$ cat src/rtl/idex_stage_reg_pkg.sv
// Shared pipeline package: parameter defaults, the packed control bundle
// carried through ID/EX, EX/MEM and MEM/WB, and the ID/EX stage action.
package idex_stage_reg_pkg;

  localparam int unsigned DATA_W_DEF   = 32;
  localparam int unsigned REG_AW_DEF   = 4;
  localparam int unsigned OP_W_DEF     = 4;
  localparam int unsigned BUBBLE_CNT_W = 16;

  // Decoded control bits; field order matches {MReg, MR, MW, ALU_src, EnRW}.
  typedef struct packed {
    logic mreg;
    logic mr;
    logic mw;
    logic alu_src;
    logic en_rw;
  } ctrl_t;

  // What the stage register does on the next rising edge.
  typedef enum logic [1:0] {
    ACT_LOAD   = 2'd0,
    ACT_HOLD   = 2'd1,
    ACT_FLUSH  = 2'd2,
    ACT_BUBBLE = 2'd3
  } stage_act_e;

  // Edge priority: flush beats a downstream stall, which beats a load-use bubble.
  function automatic stage_act_e select_act(input logic flush,
                                            input logic ex_stall,
                                            input logic load_use);
    if (flush)    return ACT_FLUSH;
    if (ex_stall) return ACT_HOLD;
    if (load_use) return ACT_BUBBLE;
    return ACT_LOAD;
  endfunction

  // An invalid slot must never carry memory or register-file side effects.
  function automatic ctrl_t gate_ctrl(input ctrl_t c, input logic valid);
    ctrl_t g;
    g = c;
    if (!valid) begin
      g.mreg  = 1'b0;
      g.mr    = 1'b0;
      g.mw    = 1'b0;
      g.en_rw = 1'b0;
    end
    return g;
  endfunction

endpackage

$ cat src/rtl/idex_stage_reg_hazard_detect.sv
// Load-use hazard comparator: a load in EX whose destination register is read
// by the instruction currently in ID.
module idex_hazard_detect #(
  parameter int unsigned REG_AW = 4
) (
  input  logic              ex_valid_i,
  input  logic              ex_mr_i,
  input  logic              ex_en_rw_i,
  input  logic [REG_AW-1:0] ex_rd_i,
  input  logic              id_valid_i,
  input  logic [REG_AW-1:0] id_rs_i,
  input  logic [REG_AW-1:0] id_rt_i,
  output logic              load_use_o
);

  assign load_use_o = ex_valid_i & ex_mr_i & ex_en_rw_i & id_valid_i &
                      ((ex_rd_i == id_rs_i) | (ex_rd_i == id_rt_i));

endmodule

$ cat src/rtl/idex_stage_reg.sv
// ID/EX pipeline stage register with flush, downstream stall and load-use
// bubble insertion. Optional bubble counter enabled by IDEX_BUBBLE_CNT_EN.
module idex_stage_reg
  import idex_stage_reg_pkg::*;
#(
  parameter int unsigned DATA_W = DATA_W_DEF,
  parameter int unsigned REG_AW = REG_AW_DEF,
  parameter int unsigned OP_W   = OP_W_DEF
) (
  input  logic              clk,
  input  logic              rst,
  input  logic              in_valid,
  input  logic              MReg,
  input  logic              MR,
  input  logic              MW,
  input  logic              ALU_src,
  input  logic              EnRW,
  input  logic [OP_W-1:0]   opcode,
  input  logic [DATA_W-1:0] rd1_in,
  input  logic [DATA_W-1:0] rd2_in,
  input  logic [DATA_W-1:0] sign_ext_in,
  input  logic [REG_AW-1:0] reg_rs_in,
  input  logic [REG_AW-1:0] reg_rt_in,
  input  logic [REG_AW-1:0] reg_rd_in,
  input  logic              ex_stall,
  input  logic              flush,
  output logic              valid_out,
  output logic              MReg_out,
  output logic              MR_out,
  output logic              MW_out,
  output logic              ALU_src_out,
  output logic              EnRW_out,
  output logic [OP_W-1:0]   opcode_out,
  output logic [DATA_W-1:0] rd1_out,
  output logic [DATA_W-1:0] rd2_out,
  output logic [DATA_W-1:0] sign_ext_out,
  output logic [REG_AW-1:0] reg_rs_out,
  output logic [REG_AW-1:0] reg_rt_out,
  output logic [REG_AW-1:0] reg_rd_out,
  output logic              id_hold
`ifdef IDEX_BUBBLE_CNT_EN
  ,
  output logic [BUBBLE_CNT_W-1:0] bubble_cnt
`endif
);

  ctrl_t              ctrl_in;
  ctrl_t              ctrl_q,   ctrl_d;
  logic               valid_q,  valid_d;
  logic [OP_W-1:0]    opcode_q, opcode_d;
  logic [DATA_W-1:0]  rd1_q,    rd1_d;
  logic [DATA_W-1:0]  rd2_q,    rd2_d;
  logic [DATA_W-1:0]  imm_q,    imm_d;
  logic [REG_AW-1:0]  rs_q,     rs_d;
  logic [REG_AW-1:0]  rt_q,     rt_d;
  logic [REG_AW-1:0]  rd_q,     rd_d;
  logic               load_use;
  stage_act_e         act;

  assign ctrl_in = {MReg, MR, MW, ALU_src, EnRW};

  idex_hazard_detect #(.REG_AW(REG_AW)) u_hazard (
    .ex_valid_i (valid_q),
    .ex_mr_i    (ctrl_q.mr),
    .ex_en_rw_i (ctrl_q.en_rw),
    .ex_rd_i    (rd_q),
    .id_valid_i (in_valid),
    .id_rs_i    (reg_rs_in),
    .id_rt_i    (reg_rt_in),
    .load_use_o (load_use)
  );

  assign act     = select_act(flush, ex_stall, load_use);
  assign id_hold = (ex_stall | load_use) & ~flush & ~rst;

  // Next-state selection for the stage contents.
  always_comb begin
    // NOTE: every next-state signal gets its hold value first so no path leaves it unassigned (no latch).
    valid_d  = valid_q;
    ctrl_d   = ctrl_q;
    opcode_d = opcode_q;
    rd1_d    = rd1_q;
    rd2_d    = rd2_q;
    imm_d    = imm_q;
    rs_d     = rs_q;
    rt_d     = rt_q;
    rd_d     = rd_q;
    case (act)
      ACT_LOAD: begin
        valid_d  = in_valid;
        ctrl_d   = gate_ctrl(ctrl_in, in_valid);
        opcode_d = opcode;
        rd1_d    = rd1_in;
        rd2_d    = rd2_in;
        imm_d    = sign_ext_in;
        rs_d     = reg_rs_in;
        rt_d     = reg_rt_in;
        rd_d     = reg_rd_in;
      end
      ACT_FLUSH, ACT_BUBBLE: begin
        valid_d = 1'b0;
        ctrl_d  = '0;
      end
      default: ; // ACT_HOLD keeps everything
    endcase
  end

  // Stage register state with asynchronous clear.
  always_ff @(posedge clk or posedge rst) begin
    if (rst) begin
      valid_q  <= 1'b0;
      ctrl_q   <= '0;
      opcode_q <= '0;
      rd1_q    <= '0;
      rd2_q    <= '0;
      imm_q    <= '0;
      rs_q     <= '0;
      rt_q     <= '0;
      rd_q     <= '0;
    end else begin
      // NOTE: non-blocking assignments so every register samples pre-edge values.
      valid_q  <= valid_d;
      ctrl_q   <= ctrl_d;
      opcode_q <= opcode_d;
      rd1_q    <= rd1_d;
      rd2_q    <= rd2_d;
      imm_q    <= imm_d;
      rs_q     <= rs_d;
      rt_q     <= rt_d;
      rd_q     <= rd_d;
    end
  end

  assign valid_out    = valid_q;
  assign MReg_out     = ctrl_q.mreg;
  assign MR_out       = ctrl_q.mr;
  assign MW_out       = ctrl_q.mw;
  assign ALU_src_out  = ctrl_q.alu_src;
  assign EnRW_out     = ctrl_q.en_rw;
  assign opcode_out   = opcode_q;
  assign rd1_out      = rd1_q;
  assign rd2_out      = rd2_q;
  assign sign_ext_out = imm_q;
  assign reg_rs_out   = rs_q;
  assign reg_rt_out   = rt_q;
  assign reg_rd_out   = rd_q;

`ifdef IDEX_BUBBLE_CNT_EN
  logic [BUBBLE_CNT_W-1:0] bubble_cnt_q;

  // Saturating count of load-use bubbles actually inserted.
  always_ff @(posedge clk or posedge rst) begin
    if (rst) begin
      bubble_cnt_q <= '0;
    end else if (act == ACT_BUBBLE && bubble_cnt_q != '1) begin
      bubble_cnt_q <= bubble_cnt_q + 1'b1;
    end
  end

  assign bubble_cnt = bubble_cnt_q;
`endif

endmodule

$ cat config.mk
export PLATFORM = sky130hd
export DESIGN_NAME = idex_stage_reg
export DESIGN_NICKNAME = d
export VERILOG_FILES = /design/src/rtl/idex_stage_reg_pkg.sv /design/src/rtl/idex_stage_reg_hazard_detect.sv /design/src/rtl/idex_stage_reg.sv
export SDC_FILE = /design/constraint.sdc
export NUM_CORES = 1
export LEC_CHECK = 0
export BUFFER_PORTS_ARGS = -buffer_cell sky130_fd_sc_hd__clkbuf_2
export CAP_MARGIN = 20
export CORE_MARGIN = 10
export CORE_UTILIZATION = 48
export CTS_BUF_LIST = sky130_fd_sc_hd__clkbuf_4 sky130_fd_sc_hd__clkbuf_8 sky130_fd_sc_hd__clkbuf_16
export DETAILED_ROUTE_END_ITERATION = 10
export HOLD_SLACK_MARGIN = 0.15
export PLACE_DENSITY = 0.85
export SYNTH_ARGS = -nofsm -noshare
export SYNTH_HDL_FRONTEND = slang
export SYNTH_HIERARCHICAL = 1
export SYNTH_SLANG_ARGS = --single-unit
$ cat constraint.sdc
create_clock -name clk -period 8.4 [get_ports clk]
set_input_delay 0.42 -clock clk [delete_from_list [all_inputs] [get_ports clk]]
set_output_delay 0.42 -clock clk [all_outputs]
set_load 0.1 [all_outputs]
* Word-level counts from Yosys, hierarchy flattened
Cells that the tools add are included.
** Storage, ports and cells
- Bits in registers :: 118
- Word-level logic and storage cells :: 46
** Cells by class
- Eq/ne operators :: 4
- Mux-type cells :: 16
- Bitwise operators :: 10
- Reduce and logical (&&, ||, !) cells :: 3
** Operator list (count)
- $mux 2 :: 6
- $pmux 5 s2 :: 1
- $eq 4x4->1 :: 2
- $mux 1 :: 7
- $and 1x1->1 :: 6
- $eq 2x2->1 const B :: 2
- $mux 3 :: 1
- $logic_not 2->1 :: 1
- $not 1->1 :: 2
- $or 1x1->1 :: 2
- $pmux 1 s2 :: 1
- $reduce_bool 2->1 :: 1
- $reduce_or 2->1 :: 1

* Longest topological paths before layout
Gate-level depths: netlist (run 1).
- Depth in word-level cells :: 13
- Mapped depth :: 7

* Modules after synthesis
Netlist (run 1), hierarchy kept.
** Modules (own cells, without submodules)
- idex_stage_reg :: times used 1, cells an instance 266, area an instance 4473.0 um^2, sequential area each 2952.8 um^2
- idex_hazard_detect :: times used 1, cells an instance 12, area an instance 93.8 um^2, sequential area each 0.0 um^2

* Least setup slack after synthesis (run 1)
Ideal clock, no wire load.
- Path kind :: register -> output
- Start :: register rd_q[2] (netlist: reg_rd_out[2])
- End :: output id_hold
- Arrival :: 3.719 ns
- Required time :: 7.980 ns
- Slack :: 4.261 ns
- Cell stages (with the launch flop) :: 6
- Buffers on the path :: 0
- Cell sequence :: dfrtp_1 xnor2_1 nand4_1 a21oi_1 nor2_1 nor3_1
** Between the ends
- Longest elaborated chain between the ends :: 6
** RTL lines
- from (decl) :: line idex_stage_reg.sv:56 : logic [REG_AW-1:0] rd_q, rd_d;
- from (signal assigned) :: line idex_stage_reg.sv:130 : rd_q <= rd_d;
- $eq 4x4->1 :: line idex_stage_reg_hazard_detect.sv:17 : ((ex_rd_i == id_rs_i) | (ex_rd_i == id_rt_i));
- $or 1x1->1 * :: line idex_stage_reg_hazard_detect.sv:17
- $and 1x1->1 * :: line idex_stage_reg_hazard_detect.sv:16 : assign load_use_o = ex_valid_i & ex_mr_i & ex_en_rw_i & id_valid_i &
- net load_use :: line idex_stage_reg.sv:57 : logic load_use;
- $or 1x1->1 * :: line idex_stage_reg.sv:74 : assign id_hold = (ex_stall | load_use) & ~flush & ~rst;
- $and 1x1->1 * (2 in a row) :: line idex_stage_reg.sv:74
- to (decl) :: line idex_stage_reg.sv:40 : output logic id_hold
The timed path passes the listed nets; every way through them passes the cells marked *.

* Worst setup path after layout (run 1)
- Start :: input reg_rs_in[3]
- End :: output id_hold
** Between the ends
- Longest elaborated chain between the ends :: 6
** RTL lines
- from (decl) :: line idex_stage_reg.sv:22 : input logic [REG_AW-1:0] reg_rs_in,
- $eq 4x4->1 :: line idex_stage_reg_hazard_detect.sv:17
- $or 1x1->1 :: line idex_stage_reg_hazard_detect.sv:17
- $and 1x1->1 :: line idex_stage_reg_hazard_detect.sv:16
- net load_use :: line idex_stage_reg.sv:57
- $or 1x1->1 :: line idex_stage_reg.sv:74
- $and 1x1->1 (2 in a row) :: line idex_stage_reg.sv:74
The timed path passes the listed nets, and every way through them passes these cells.

==> flow_summary.toml, run 1 <==
[clock_tree]
h-tree-depth = 4
cts_root_buf = "clkbuf_8"
clkTransAtPathRegs_ns = 0.06
cts.path.max_buffers = 2
postCtsSetupBuffers = 0
cts_resized = 0
clk_latency_ns = 0.49
clock_sinks = 118
cts_buffers = 17
cts_tree = "done"

[grt]
track_usage = 0.208
antenna_found_initial = 2
overflow = 0
grt_pass1_wl_mm = 23.2
grt_max_degree = 65
grt_pass1_vias = 4357

[layout]
fillers = 534
drive_above_1_share = 0.495
syn2layout_area_growth_pct = 60.0
nets = 737

[drt]
drc = 0
antenna_left = 0
vias = 3632
routedWlPerCell_um = 18.9
drt_iter0_markers = 162
viasPerCell = 4.79
first_pass_iters = 4
finalWirelength_mm = 14.4

[worst_hold_path]
hp-start = "rd1_in[1]"
hold_path_class = "in2reg"

[floorplanning]
ios = 241
initial_utilization = 0.494
dieArea_um2 = 13800
fp.dieH_um = 118
core-area_um2 = 9240
rows = 35
die_x_um = 118

[run_status]
status = "complete, no violations"

[place]
place_hpwl_mm = 9.79
io_buffers = 240
finalWeightedCongestion = 0.781
post-place-ws_ns = 5.85

[critical_path]
r2r-start = "reg_rd_out[3]"
critPathLaunchType = "input port"
crit_start = "reg_rs_in[3]"
path_max_fanout = 8
critPathRequiredTime_ns = 7.98
r2r_slack_ns = 6.01
crit_type = "in2out"
crit_path_end_kind = "primary output"
arrival_ns = 2.73

[sta]
timing.final.ws_setup_ns = 5.25
tns_ns = 0
worst_slew_pin_slew_ns = 0.794
rsz0062_at_grt = "no"
holdWs_ns = 0.174
fin_crit_ns = 3.15
fmax_mhz = 318
slew_headroom = 0.471
hold_violations = 0
report.final.setup_viol = 0
fin_crit_sh = 0.375
maxSlewViolCount = 0
clock_skew_ns = 0.00893

[pwr]
p_per_area_nw_per_um2 = 310
vdd_drop_max_v = 0.000229
p_leak_nw = 3.56

[synth]
synth_area_leader_cell = "dfrtp_1"
yosysMostFrequentCell = "dfrtp_1"
ys_top_cells_by_count = "118 x dfrtp_1, 80 x mux2_1, 32 x mux2_2, 8 x buf_6, 8 x xnor2_1"
yosys_register_bits = 118
syn-num-nets = 400
dominantRegCellSynth = "dfrtp_1"
synthCells = 278
async_reset_ff_frac = 1.00
yosys_warnings = 6
synth_edf_count = 0
syn_area_per_cell_um2 = 16.4
synthTopCellsByArea = "dfrtp_1 65%, mux2_1 20%, mux2_2 7.9%, buf_6 2.0%, xnor2_1 1.5%"
ys_seq_area_frac = 0.647
synth_top_cell_area_share = 0.647
syn_area_um2 = 4570
ys_types = 18

[run]
max_cap_viol_count = 0
==> layout make-up <==
type | instances | area [um^2] | share of cell area
multi-input combinational | 145 | 1500 | 0.205
sequential | 118 | 2950 | 0.404
antenna | 2 | 5.00 | 0.000685
inverter | 1 | 6.26 | 0.000856
timing repair buffer | 332 | 2110 | 0.289
clock inverter | 12 | 129 | 0.0176
clock buffer | 20 | 443 | 0.0606
tap | 129 | 161 | 0.0221
==> flip-flops by register name, summed over array words and instances (netlist names) <==
name / cells
EnRW_out: 1
opcode_out: 4
MW_out: 1
MR_out: 1
rd2_out: 32
MReg_out: 1
rd1_out: 32
reg_rd_out: 4
reg_rt_out: 4
ALU_src_out: 1
sign_ext_out: 32
valid_out: 1
reg_rs_out: 4
==> power breakdown <==
part / total [mW] / switching, mW / internal, mW
registers: 0.696 / 0.0461 / 0.650
clock network: 0.686 / 0.250 / 0.436
logic: 0.883 / 0.726 / 0.157
==> what timing repair did <==
item / in CTS / in global routing
endpoints found under the hold margin: 139 / 3
hold buffers: 86 / 3
setup endpoints to repair: 0 / 0
==> worst max-delay path, stage by stage <==
cell and delay, ns:
dlygate4sd3_1 0.56, clkbuf_2 0.13, xnor2_1 0.19, nand4_1 0.11, a21oi_1 0.55, nor2_1 0.11, nor3_1 0.16, clkbuf_2 0.49
==> stage by stage <==
stage                util  total power [mW]  cell area, um^2  cells
global route        0.791              2.34             7310    759
floorplan               -              1.39             4570    278
finish              0.791              2.26             7310    759
global placement    0.632              1.54             5840    636
detailed placement  0.632              1.55             5840    636
CTS                 0.787              2.27             7270    754
==> path summary, 6_finish.rpt <==
kind / end / cells after the start
max in group asynchronous: reg_rt_out[0] / 4
worst max register to register: rd2_out[23] / 6
min in group asynchronous: sign_ext_out[6] / 3
worst min register to register: rd2_out[13] / 1
worst min-delay path: rd1_out[1] / 2
worst max-delay path: id_hold / 8
==> per-layer routing <==
metal	global-route usage	wire length (um)	vias to the layer above
met5	0	0	-
met4	0.0889	407	0
met3	0.0882	1200	29
met2	0.360	7360	172
met1	0.215	5410	1771
li1	-	-	1660
==> logic make-up (layout without fill, tap and decap cells) <==
group / count (synthesis) / in the layout / synth area share
buf+inv: 15 / 365 / 0.0274
mux: 112 / 112 / 0.276
other cells: 0 / 2 / 0
xor+xnor: 8 / 8 / 0.0153
flops: 118 / 118 / 0.647
simple gates: 18 / 18 / 0.0268
compound gates: 7 / 7 / 0.00767
==> cells in the final DEF (no fill, tap or decap) <==
cell,Yosys,layout
a21oi_1,7,7
clkbuf_4,0,2
nor3_1,1,1
mux2_2,32,32
bufinv_16,0,2
nand4bb_1,4,4
clkbuf_16,0,16
nand4_1,3,3
clkinvlp_4,0,3
buf_4,1,3
clkbuf_2,1,240
clkinv_4,0,2
inv_6,0,1
nor2_1,1,1
dlygate4sd3_1,0,89
mux2_1,80,80
inv_4,0,1
dfrtp_1,118,118
xnor2_1,8,8
clkbuf_8,0,2
diode_2,0,2
nor3_4,0,1
or3b_2,2,2
nand2_1,6,6
clkinv_2,0,4
(Power assumes the default switching activity.)
==> run 2: changes to the inputs <==
- ABC_AREA: default -> 1
- CORE_UTILIZATION: 48 -> 45
- PLACE_DENSITY: 0.85 -> 0.79
- clock period: 8.4 -> 3 ns (I/O delays scaled with it)
==> flow_summary.toml, run 2 <==
[sta]
fin_crit_sh = 0.886
clock_skew_ns = 0.0112
holdWs_ns = 0.323
rsz0062_at_grt = "no"
slew_headroom = 0.558
fin_crit_ns = 2.66
hold_violations = 0
fmax_mhz = 376
worst_slew_pin_slew_ns = 0.662
report.final.setup_viol = 0
maxSlewViolCount = 0
tns_ns = 0
timing.final.ws_setup_ns = 0.342

[floorplanning]
fp.dieH_um = 122
dieArea_um2 = 14900
initial_utilization = 0.457
ios = 241
rows = 37
die_x_um = 122
core-area_um2 = 10200

[clock_tree]
cts.path.max_buffers = 2
postCtsSetupBuffers = 0
cts_buffers = 17
h-tree-depth = 4
cts_hold_buf = 129
clock_sinks = 118
clk_latency_ns = 0.52
clkTransAtPathRegs_ns = 0.06
cts_resized = 0
cts_root_buf = "clkbuf_8"
cts_tree = "done"

[critical_path]
slowest_delay_ns = 0.55
path_common_cell = "nand2_1"
crit_type = "reg2reg"
path_buf_inv = 3
worstPathCellList = "inv_1 -> nand2_1 -> nand2_1 -> nor2_1 -> nand2_1 -> a21oi_2 -> nor2_4 -> nand2_4 -> clkinv_2 -> nand2_1 -> nand2_1 -> dlygate4sd3_1"
critPathLaunchType = "register"
crit_path_top_delay_cell = "dlygate4sd3_1"
critPathRequiredTime_ns = 3.39
arrival_ns = 3.04
cp_top_family = "buffers and inverters"
crit_path_end_kind = "register"
path_max_fanout = 45

[layout]
final_core_util = 0.768
nets = 1040
final_cell_mix = "371 x nand2_1, 240 x clkbuf_2, 129 x dlygate4sd3_1, 118 x dfrtp_1, 16 x clkbuf_16"
seq_area_um2 = 2950
multi_input_area_um2 = 1510
drive_above_1_share = 0.303
mostFrequentLayoutCell = "nand2_1"
fillers = 627
syn2layout_area_growth_pct = 67.9

[grt]
overflow = 0
antenna_found_initial = 2
track_usage = 0.255
grt_pass1_wl_mm = 29.7
grt_max_degree = 113
grt_pass1_vias = 5541

[place]
post-place-ws_ns = 0.641
finalWeightedCongestion = 0.841
io_buffers = 240
place_hpwl_mm = 11.3

[synth]
synthTopCellsByArea = "dfrtp_1 63%, nand2_1 30%, buf_6 1.7%, buf_2 1.5%, inv_1 1.2%"
yosys_warnings = 6
syn-num-nets = 671
dominantRegCellSynth = "dfrtp_1"
async_reset_ff_frac = 1.00
ys_seq_area_frac = 0.631
synth_edf_count = 0
ys_types = 14
syn_area_um2 = 4680
syn_area_per_cell_um2 = 8.52
yosys_register_bits = 118
synth_top_cell_area_share = 0.631
synth_area_leader_cell = "dfrtp_1"
yosysMostFrequentCell = "nand2_1"
ys_top_cells_by_count = "371 x nand2_1, 118 x dfrtp_1, 15 x inv_1, 14 x buf_2, 7 x buf_6"
synthCells = 549

[drt]
finalWirelength_mm = 19.2
drc = 0
antenna_left = 0
first_pass_iters = 5
routedWlPerCell_um = 17.9
viasPerCell = 4.94
vias = 5279
drt_iter0_markers = 541

[pwr]
power.total_mw = 6.13
p_leak_nw = 4.52
vdd_drop_max_v = 0.000411
p_per_area_nw_per_um2 = 780

[run]
max_cap_viol_count = 0

[worst_hold_path]
hold_path_class = "in2async"

[run_status]
status = "complete, no violations"
[run 2: cell count changes after synthesis, sizes merged]
cell / delta
nand2: +366
mux2: -112
inv: +15
buf: +9
xnor2: -8
a21oi: -6
nand3: +6
nor2: +5
nand4bb: -4
nand4: +2
or3b: -2
clkbuf: +1
nor3: -1
[run 2: kinds of logic after synthesis]
group / Yosys count / synth area share
compound gates: 1 / 0.00187
buf+inv: 40 / 0.0471
flops: 118 / 0.631
simple gates: 390 / 0.320
[run 2: cell type report]
cell class                      count  area share
Timing Repair Buffer              374       0.327
Inverter                           16     0.00828
Clock buffer                       23      0.0609
Multi-Input combinational cell    391       0.193
Clock inverter                      8      0.0126
Sequential cell                   118       0.376
Antenna cell                        3    0.000956
Tap cell                          136      0.0217
[run 2: worst reg2reg max path, delay by kind of cell (launching register included)]
family / cells / cell delay [ns]
flip-flops: 1 / 0.40
AND/OR/NAND/NOR: 8 / 0.82
buffers and inverters: 3 / 1.12
AO/OA/AOI/OAI: 1 / 0.20
[run 2: routing by layer]
layer	vias to the layer above	GRT usage	part of all wire
met2	312	0.422	0.50
met1	2519	0.278	0.35
met4	0	0.127	0.033
met3	56	0.105	0.12
li1	2392	-	-
met5	-	0	0
[run 2: through the flow]
step,instances,area [um^2]
floorplan,549,4690
global placement,905,5960
detailed placement,905,5960
CTS,1065,7830
global route,1068,7850
finish,1069,7850
[run 2: final timing paths]
kind                                 start                to  slack (ns)  depth (start not counted)
setup / recovery             reg_rd_out[3]       ALU_src_out        0.34                         12
hold / removal                         rst       rd2_out[22]        0.32                          3
setup reg to reg             reg_rd_out[3]       ALU_src_out        0.34                         12
hold reg to reg            sign_ext_out[3]   sign_ext_out[3]        0.48                          2
max in group asynchronous              rst  sign_ext_out[13]        1.81                          4
min in group clk                rd2_in[10]       rd2_out[10]        0.37                          4
[run 2: where the power goes]
part / total [mW] / leakage [nW] / internal [mW] / switching, mW
combinational: 2.25 / 2.77 / 0.391 / 1.86
clock: 1.96 / 0.284 / 1.27 / 0.693
sequential: 1.92 / 1.47 / 1.79 / 0.131
total: 6.13 / 4.52 / 3.44 / 2.68
